===== src/rtl/pipe_stage_reg.sv =====
// Elastic inter-stage pipeline register with valid/ready handshake, optional
// two-entry skid buffer, synchronous flush and a saturating stall counter.
module pipe_stage_reg #(
  parameter int unsigned       DATA_W    = 296,
  parameter logic [DATA_W-1:0] RESET_VAL = '0,
  parameter bit                SKID_EN   = 1'b1,
  parameter int unsigned       CNT_W     = 16
) (
  input  logic              clock,
  input  logic              reset,
  input  logic              in_valid,
  output logic              in_ready,
  input  logic [DATA_W-1:0] in_data,
  output logic              out_valid,
  input  logic              out_ready,
  output logic [DATA_W-1:0] out_data,
  input  logic              flush,
  output logic [CNT_W-1:0]  stall_count
);

  typedef enum logic [1:0] {StEmpty, StFull, StSkid} state_e;

  state_e            state_q, state_d;
  logic [DATA_W-1:0] main_q, main_d;
  logic [DATA_W-1:0] skid_q, skid_d;
  logic [CNT_W-1:0]  cnt_q, cnt_d;
  logic              take_in, take_out;

  always_comb begin
    state_d   = state_q;
    main_d    = main_q;
    skid_d    = skid_q;
    out_valid = (state_q != StEmpty);
    // With the skid buffer, in_ready is a pure state decode (no path from out_ready).
    if (SKID_EN) begin
      in_ready = (state_q != StSkid);
    end else begin
      in_ready = !out_valid || out_ready;
    end
    take_in  = in_valid && in_ready;
    take_out = out_valid && out_ready;

    case (state_q)
      StEmpty: begin
        if (take_in) begin
          main_d  = in_data;
          state_d = StFull;
        end
      end
      StFull: begin
        if (take_in && take_out) begin
          main_d = in_data;
        end else if (take_out) begin
          state_d = StEmpty;
        end else if (take_in) begin
          // Only reachable with SKID_EN: without it in_ready is low here.
          skid_d  = in_data;
          state_d = StSkid;
        end
      end
      StSkid: begin
        if (out_ready) begin
          main_d  = skid_q;
          state_d = StFull;
        end
      end
      default: state_d = StEmpty;
    endcase

    if (flush) begin
      state_d = StEmpty;
      main_d  = RESET_VAL;
      skid_d  = RESET_VAL;
    end

    cnt_d = cnt_q;
    if (out_valid && !out_ready && (cnt_q != {CNT_W{1'b1}})) begin
      cnt_d = cnt_q + CNT_W'(1);
    end
  end

  always_ff @(posedge clock or posedge reset) begin
    if (reset) begin
      state_q <= StEmpty;
      main_q  <= RESET_VAL;
      skid_q  <= RESET_VAL;
      cnt_q   <= '0;
    end else begin
      state_q <= state_d;
      main_q  <= main_d;
      skid_q  <= skid_d;
      cnt_q   <= cnt_d;
    end
  end

  assign out_data    = main_q;
  assign stall_count = cnt_q;

endmodule


===== config.mk =====
export PLATFORM = sky130hd
export DESIGN_NAME = pipe_stage_reg
export DESIGN_NICKNAME = d
export VERILOG_FILES = /design/src/rtl/pipe_stage_reg.sv
export SDC_FILE = /design/constraint.sdc
export NUM_CORES = 1
export LEC_CHECK = 0
export CAP_MARGIN = 20
export CORE_ASPECT_RATIO = 1.75
export CORE_MARGIN = 2
export CORE_UTILIZATION = 30
export CTS_CLUSTER_SIZE = 25
export DETAILED_ROUTE_END_ITERATION = 7
export GPL_TIMING_DRIVEN = 0
export SLEW_MARGIN = 20
export SYNTH_ARGS = -nofsm -noshare
export SYNTH_HDL_FRONTEND = slang
export SYNTH_SLANG_ARGS = --single-unit

===== constraint.sdc =====
create_clock -name clock -period 44.7 [get_ports clock]
set_input_delay 13.41 -clock clock [delete_from_list [all_inputs] [get_ports clock]]
set_output_delay 13.41 -clock clock [all_outputs]
set_load 0.05 [all_outputs]

==> impl_metrics.ini, run 1 <==
[outcome]
run_status = finished clean

[detailed_routing]
drtIter0Drc = 992
viasPerCell = 4.78
vias = 22000
drc_errors = 0
drtAntennaViolNets = 0
wl_per_cell_um = 20.4
drtPass1Iterations = 5
postRouteWirelength_mm = 93.9

[yosys]
synth.avg_cell_area_um2 = 9.97
synth_top_area_share_pct = 57.1
synth_top_family_by_area = compound AO/OA/AOI/OAI gates
synth_warnings = 0
synthFlopType = dfrtp_1
synth_area_leaders = dfrtp_1 (57%), nand2_1 (13%), mux2i_1 (11%), o31ai_1 (8.3%), a21oi_1 (5.6%)
synthMostInstantiatedCell = nand2_1
yosys_register_bits = 610
postSynth.asyncResetShare_pct = 100
synth_fa_ha_area_share_pct = 0.0468
syn_inst = 2684
yosys-mux-area-fraction_pct = 11.2
synth_area_um2 = 26800
yosys-top-cells-count = nand2_1 (893), dfrtp_1 (610), a21oi_1 (297), mux2i_1 (297), o31ai_1 (297)
synth_xor_area_share_pct = 0.491
yosysTopAreaCell = dfrtp_1
synth_cell_types = 27
synth-simple-area-share_pct = 13.3
seq_area_frac_synth_pct = 57.1
synth-edff-count = 0
synth_nets = 2986
synth_compound_area_share_pct = 14.0

[finish]
drive_gt1_share_pct = 7.39
fillers = 8682
syn_to_final_growth_pct = 36.8
nets = 3666
multi_input_area_um2 = 10400
seq_area_um2 = 15300

[floorplanning]
die-height_um = 399
initial_utilization_pct = 30.3
io_pins = 615
design.die.area_um2 = 91700
core-area_um2 = 88300
die_w_um = 230
rows = 144

[power_and_ir_drop]
swShare_pct = 31.1
power_density_nw_per_um2 = 39.1
combPwrFrac_pct = 20.7
intPower_w = 0.000986
p_switching_w = 0.000444
seq_power_share_pct = 42.4
clockPowerShare_pct = 36.9
peakVddDrop_v = 0.0000309
p_leak_nw = 16.9

[clock_tree]
clock_sink_count = 610
postCtsHoldBufs = 0
cts.clk_slew.worst_paths_ns = 0.07
cts_resized = 0
cts_root_buf = clkbuf_16
post_cts_buffers = 0
cts_tree = built
htreeDepth = 2
insertion_delay_ns = 0.63
cts_buffers = 59
clk_path_buf_depth = 3

[global_route]
antenna_found_initial = 35
top_usage_layer = met2
met3_usage_pct = 5.89
grt_max_degree = 106
met1_usage_pct = 22.3
use_met2_pct = 34.6
grt.overflow.total = 0
grtUsageTotal_pct = 20.1
grt_pass1_wl_mm = 141
grt_pass1_vias = 22900

[timing]
fin_crit_ns = 16.48
setup-tns-final_ns = 0
setup_viol_count_final = 0
finalClockSkew_ns = 0.0273
maxSlewHeadroom_pct = 30.0
setup_ws_ns = 28.22
finalCritPeriodShare_pct = 36.9
fmax_mhz = 60.7
hold_violations = 0
rsz0062_at_grt = no
report.final.slew_viol_count = 0
worst_pin_slew_ns = 1.05

[critical_path]
crit_fanout = 10
cp.arrival_ns = 3.07
path_class = flip-flop to output pin
critical_path_required_ns = 31.29
setup.worst_path.end_class = output pin
cp-start-kind = flip-flop

[run]
drv_cap = 0

[placement]
dp_slack_ns = 28.23
place_hpwl_mm = 71.0
routabilityCongestion = 0.834
io_buffers = 612

[min_path]
hold_path.class = flip-flop to flip-flop
[critical path, cell delays in order, from the launching register on]
cell and delay (ns):
dfrtp_1 0.42, nand2b_1 0.12, buf_2 0.27, buf_4 0.29, buf_2 0.41, clkdlybuf4s50_1 0.90
[logic make-up (layout without fill, tap and decap cells)]
| kind of cell | Yosys count | after routing |
|---|---|---|
| buf+inv | 233 | 959 |
| compound gates | 596 | 596 |
| simple gates | 931 | 931 |
| flops | 610 | 610 |
| other cells | 0 | 26 |
| fa+ha+maj | 1 | 1 |
| mux | 298 | 298 |
| xor+xnor | 15 | 15 |
[power by group through the flow]
stage	combinational (W)	clock (W)	sequential, W
finish	0.000296	0.000527	0.000607
global route	0.000314	0.000562	0.000611
CTS	0.000300	0.000543	0.000607
detailed placement	0.000299	0	0.000617
global placement	0.000296	0	0.000617
floorplan	0.0000775	0	0.000708
[layer usage]
metal  routed length, µm  part of all wire, %  up-vias
met2               46300                   49      615
met4                4610                  4.9       22
met1               35800                   38    10600
li1                    -                    -    10600
met5                 138                 0.15        -
met3                7020                  7.5      171
[final timing paths]
path | startpoint | endpoint | slack (ns) | depth (start not counted)
max in group asynchronous | reset | skid_q[159]$_DFFE_PP0P_ | 30.05 | 4
hold / removal | out_data[67]$_DFFE_PP0P_ | out_data[67]$_DFFE_PP0P_ | 0.47 | 2
setup reg to reg | state_q[1]$_DFFE_PP0P_ | out_data[74]$_DFFE_PP0P_ | 41.71 | 6
hold reg to reg | out_data[67]$_DFFE_PP0P_ | out_data[67]$_DFFE_PP0P_ | 0.47 | 2
setup / recovery | state_q[0]$_DFFE_PP0P_ | in_ready | 28.22 | 5
min in group asynchronous | reset | out_data[26]$_DFFE_PP0P_ | 13.26 | 2
[cell type report]
cell class,instances,share of cell area (%)
Sequential cell,610,41.7
Multi-Input combinational cell,1841,28.5
Timing Repair Buffer,619,17.2
Clock buffer,84,4.64
Tap cell,1168,3.99
Buffer,231,2.87
Clock inverter,23,0.868
Antenna cell,26,0.178
Inverter,2,0.0410
[layout by cell type (no fill, tap or decap), drive strengths merged, types with 2 or more instances in the layout]
cell type	Yosys	final
nand2	893	893
clkdlybuf4s50	0	612
dfrtp	610	610
a21oi	297	297
mux2i	297	297
o31ai	297	297
clkbuf	88	172
buf	143	150
diode	0	26
nor2	14	14
clkinv	0	13
xnor2	9	9
nand3	7	7
xor2	6	6
bufinv	0	6
nand4	5	5
clkinvlp	0	3
inv	2	3
nand2b	2	2
or2	2	2
nor3	2	2
nor4	2	2
[stage by stage]
| stage | instances | hold WS, ns | utilization (%) | power, W | area [µm²] |
|---|---|---|---|---|---|
| 3_3_place_gp | 4464 | 0.459 | 38.9 | 0.000914 | 34300 |
| 3_5_place_dp | 4471 | 0.465 | 39.1 | 0.000916 | 34500 |
| 6_report | 4604 | 0.472 | 41.5 | 0.00143 | 36600 |
| 2_1_floorplan | 2684 | 0.501 | - | 0.000785 | 26800 |
| 4_1_cts | 4578 | 0.479 | 41.4 | 0.00145 | 36500 |
| 5_1_grt | 4599 | 0.489 | 41.5 | 0.00149 | 36600 |
[state kept, by name, indices dropped and copies added, names as in the netlist]
name and count:
stall_count 16, skid_q 296, state_q 2, out_data 296
Power figures use the tool's default switching activity.
==> run 2, diff against run 1 <==
==> constraint.sdc (replaced) <==
create_clock -name clock -period 14 [get_ports clock]
set_input_delay 4.2 -clock clock [delete_from_list [all_inputs] [get_ports clock]]
set_output_delay 4.2 -clock clock [all_outputs]
set_load 0.05 [all_outputs]
==> run 2 against run 1 <==
  * Clock skew is 0.0018 ns higher
  * Power grew to 3.2 times the previous value
  * Count of clock-buffer cells in the layout is 1 higher
  * Final cell count is 0.13% higher
  * Worst setup slack worse by 21 ns
  * First-iteration DRC count is 11% lower
  * Worst hold slack better by 0.00089 ns
  * Core utilization is 0.33 points higher
  * Non-clock buffer count is 15 higher
  * Die area stayed put
  * Routed wire length is 0.98% higher
  * Clock power grew to 3.3 times the previous value
==> impl_metrics.ini, run 2 (same netlist as run 1, synthesis figures left out) <==
[timing]
worst_pin_slew_ns = 1.04
hold_violations = 0
fin_crit_ns = 7.24
setup_viol_count_final = 0
finalCritPeriodShare_pct = 51.7
maxSlewHeadroom_pct = 30.6
setup-tns-final_ns = 0
fmax_mhz = 138
finalClockSkew_ns = 0.0292
rsz0062_at_grt = no
report.final.slew_viol_count = 0

[detailed_routing]
drc_errors = 0
wl_per_cell_um = 20.6
viasPerCell = 4.78
drtAntennaViolNets = 0
postRouteWirelength_mm = 94.8
vias = 22000
drtIter0Drc = 883
drtPass1Iterations = 5

[power_and_ir_drop]
peakVddDrop_v = 0.0000946
p_total_w = 0.00462
power_density_nw_per_um2 = 125
p_leak_nw = 17.1

[critical_path]
critPathBufInv = 4
worstPathCellList = nand2b_1 -> buf_2 -> buf_4 -> buf_2 -> clkdlybuf4s50_1
cpMostUsedCell = buf_2
cp-start-kind = flip-flop
cp.arrival_ns = 3.04
path_class = flip-flop to output pin
setup.worst_path.end_class = output pin
crit_fanout = 10
cp_slowest_cell = clkdlybuf4s50_1
critical_path_required_ns = 9.80
slowest_delay_ns = 0.91
crit_family = buffers and inverters

[floorplanning]
die-height_um = 399
die_w_um = 230
rows = 144
io_pins = 615
design.die.area_um2 = 91700
initial_utilization_pct = 30.3
core-area_um2 = 88300

[finish]
layout_commonest_cell = nand2_1
fillers = 8675
layoutNonFillerInstCount = 4610
post-route-util_pct = 41.8
drive_gt1_share_pct = 7.71
syn_to_final_growth_pct = 37.9
post-route-cell-area_um2 = 36900
nets = 3682
layout_common_cells = nand2_1 (893), clkdlybuf4s50_1 (612), dfrtp_1 (610)

[global_route]
grtUsageTotal_pct = 20.2
grt.overflow.total = 0
antenna_found_initial = 31
grt_pass1_wl_mm = 143
grt_pass1_vias = 22900
grt_max_degree = 34

[placement]
postPlaceCellArea_um2 = 34800
dp.cells = 4486
place_hpwl_mm = 72.8
routabilityCongestion = 0.810
io_buffers = 612

[clock_tree]
insertion_delay_ns = 0.65
postCtsHoldBufs = 0
post_cts_buffers = 0
cts_root_buf = clkbuf_16
cts_buffers = 60
clk_path_buf_depth = 3
cts_tree = built
cts.clk_slew.worst_paths_ns = 0.07
cts_resized = 0
clock_sink_count = 610
htreeDepth = 2

[min_path]
hold_path.class = flip-flop to flip-flop

[outcome]
run_status = finished clean

[run]
drv_cap = 0
-- run 2: changes by cell type in the layout (fill, tap and decap cells not counted), sizes merged --
cell and delta:
clkinv -7, inv +2, diode -8, clkinvlp +1
bufinv +2, buf +15, clkbuf +1
-- run 2: stage by stage --
stage	setup WS, ns	hold WS [ns]
2_1_floorplan	1.48	0.501
3_3_place_gp	-3.13	0.458
3_5_place_dp	6.94	0.465
4_1_cts	6.66	0.480
5_1_grt	6.58	0.499
6_report	6.76	0.473
-- run 2: final cells by class --
type	instances	area [µm²]	area share [%]
flip-flops and latches	610	15300	41.4
multi-input cells	1841	10400	28.3
repair buffers	634	6590	17.9
clock buffers	85	1710	4.62
well taps	1168	1460	3.96
plain buffers	231	1050	2.84
clock inverters	21	339	0.919
diodes	18	45.0	0.122
inverters	2	11.3	0.0305
-- run 2: worst paths after layout --
path	start	endpoint	slack (ns)	cells past startpoint
max	state_q[0]$_DFFE_PP0P_	in_ready	6.76	5
max reg2reg	state_q[1]$_DFFE_PP0P_	out_data[76]$_DFFE_PP0P_	11.27	6
min reg2reg	out_data[162]$_DFFE_PP0P_	out_data[162]$_DFFE_PP0P_	0.47	2
min	out_data[162]$_DFFE_PP0P_	out_data[162]$_DFFE_PP0P_	0.47	2
min in group asynchronous	reset	out_data[150]$_DFFE_PP0P_	3.94	2
max in group asynchronous	reset	out_data[291]$_DFFE_PP0P_	8.09	9
-- run 2: routing by layer --
| layer | global-route usage [%] | part of all wire (%) |
|---|---|---|
| met5 | 0 | 0.16 |
| met4 | 8.76 | 4.1 |
| met3 | 5.78 | 7.0 |
| met2 | 35.9 | 50 |
| met1 | 22.6 | 38 |
-- run 2: worst register-to-register path, stage by stage, from the launching register on --
cell,delay (ns)
dfrtp_1,0.45
mux2i_1,0.21
nor2_1,0.08
a211oi_2,0.65
clkbuf_1,0.64
buf_2,0.41
o31ai_1,0.13
-- run 2: power by group --
| group | switching [W] | internal [W] |
|---|---|---|
| sequential | 0.0000687 | 0.00187 |
| combinational | 0.000624 | 0.000330 |
| clock | 0.000734 | 0.000993 |
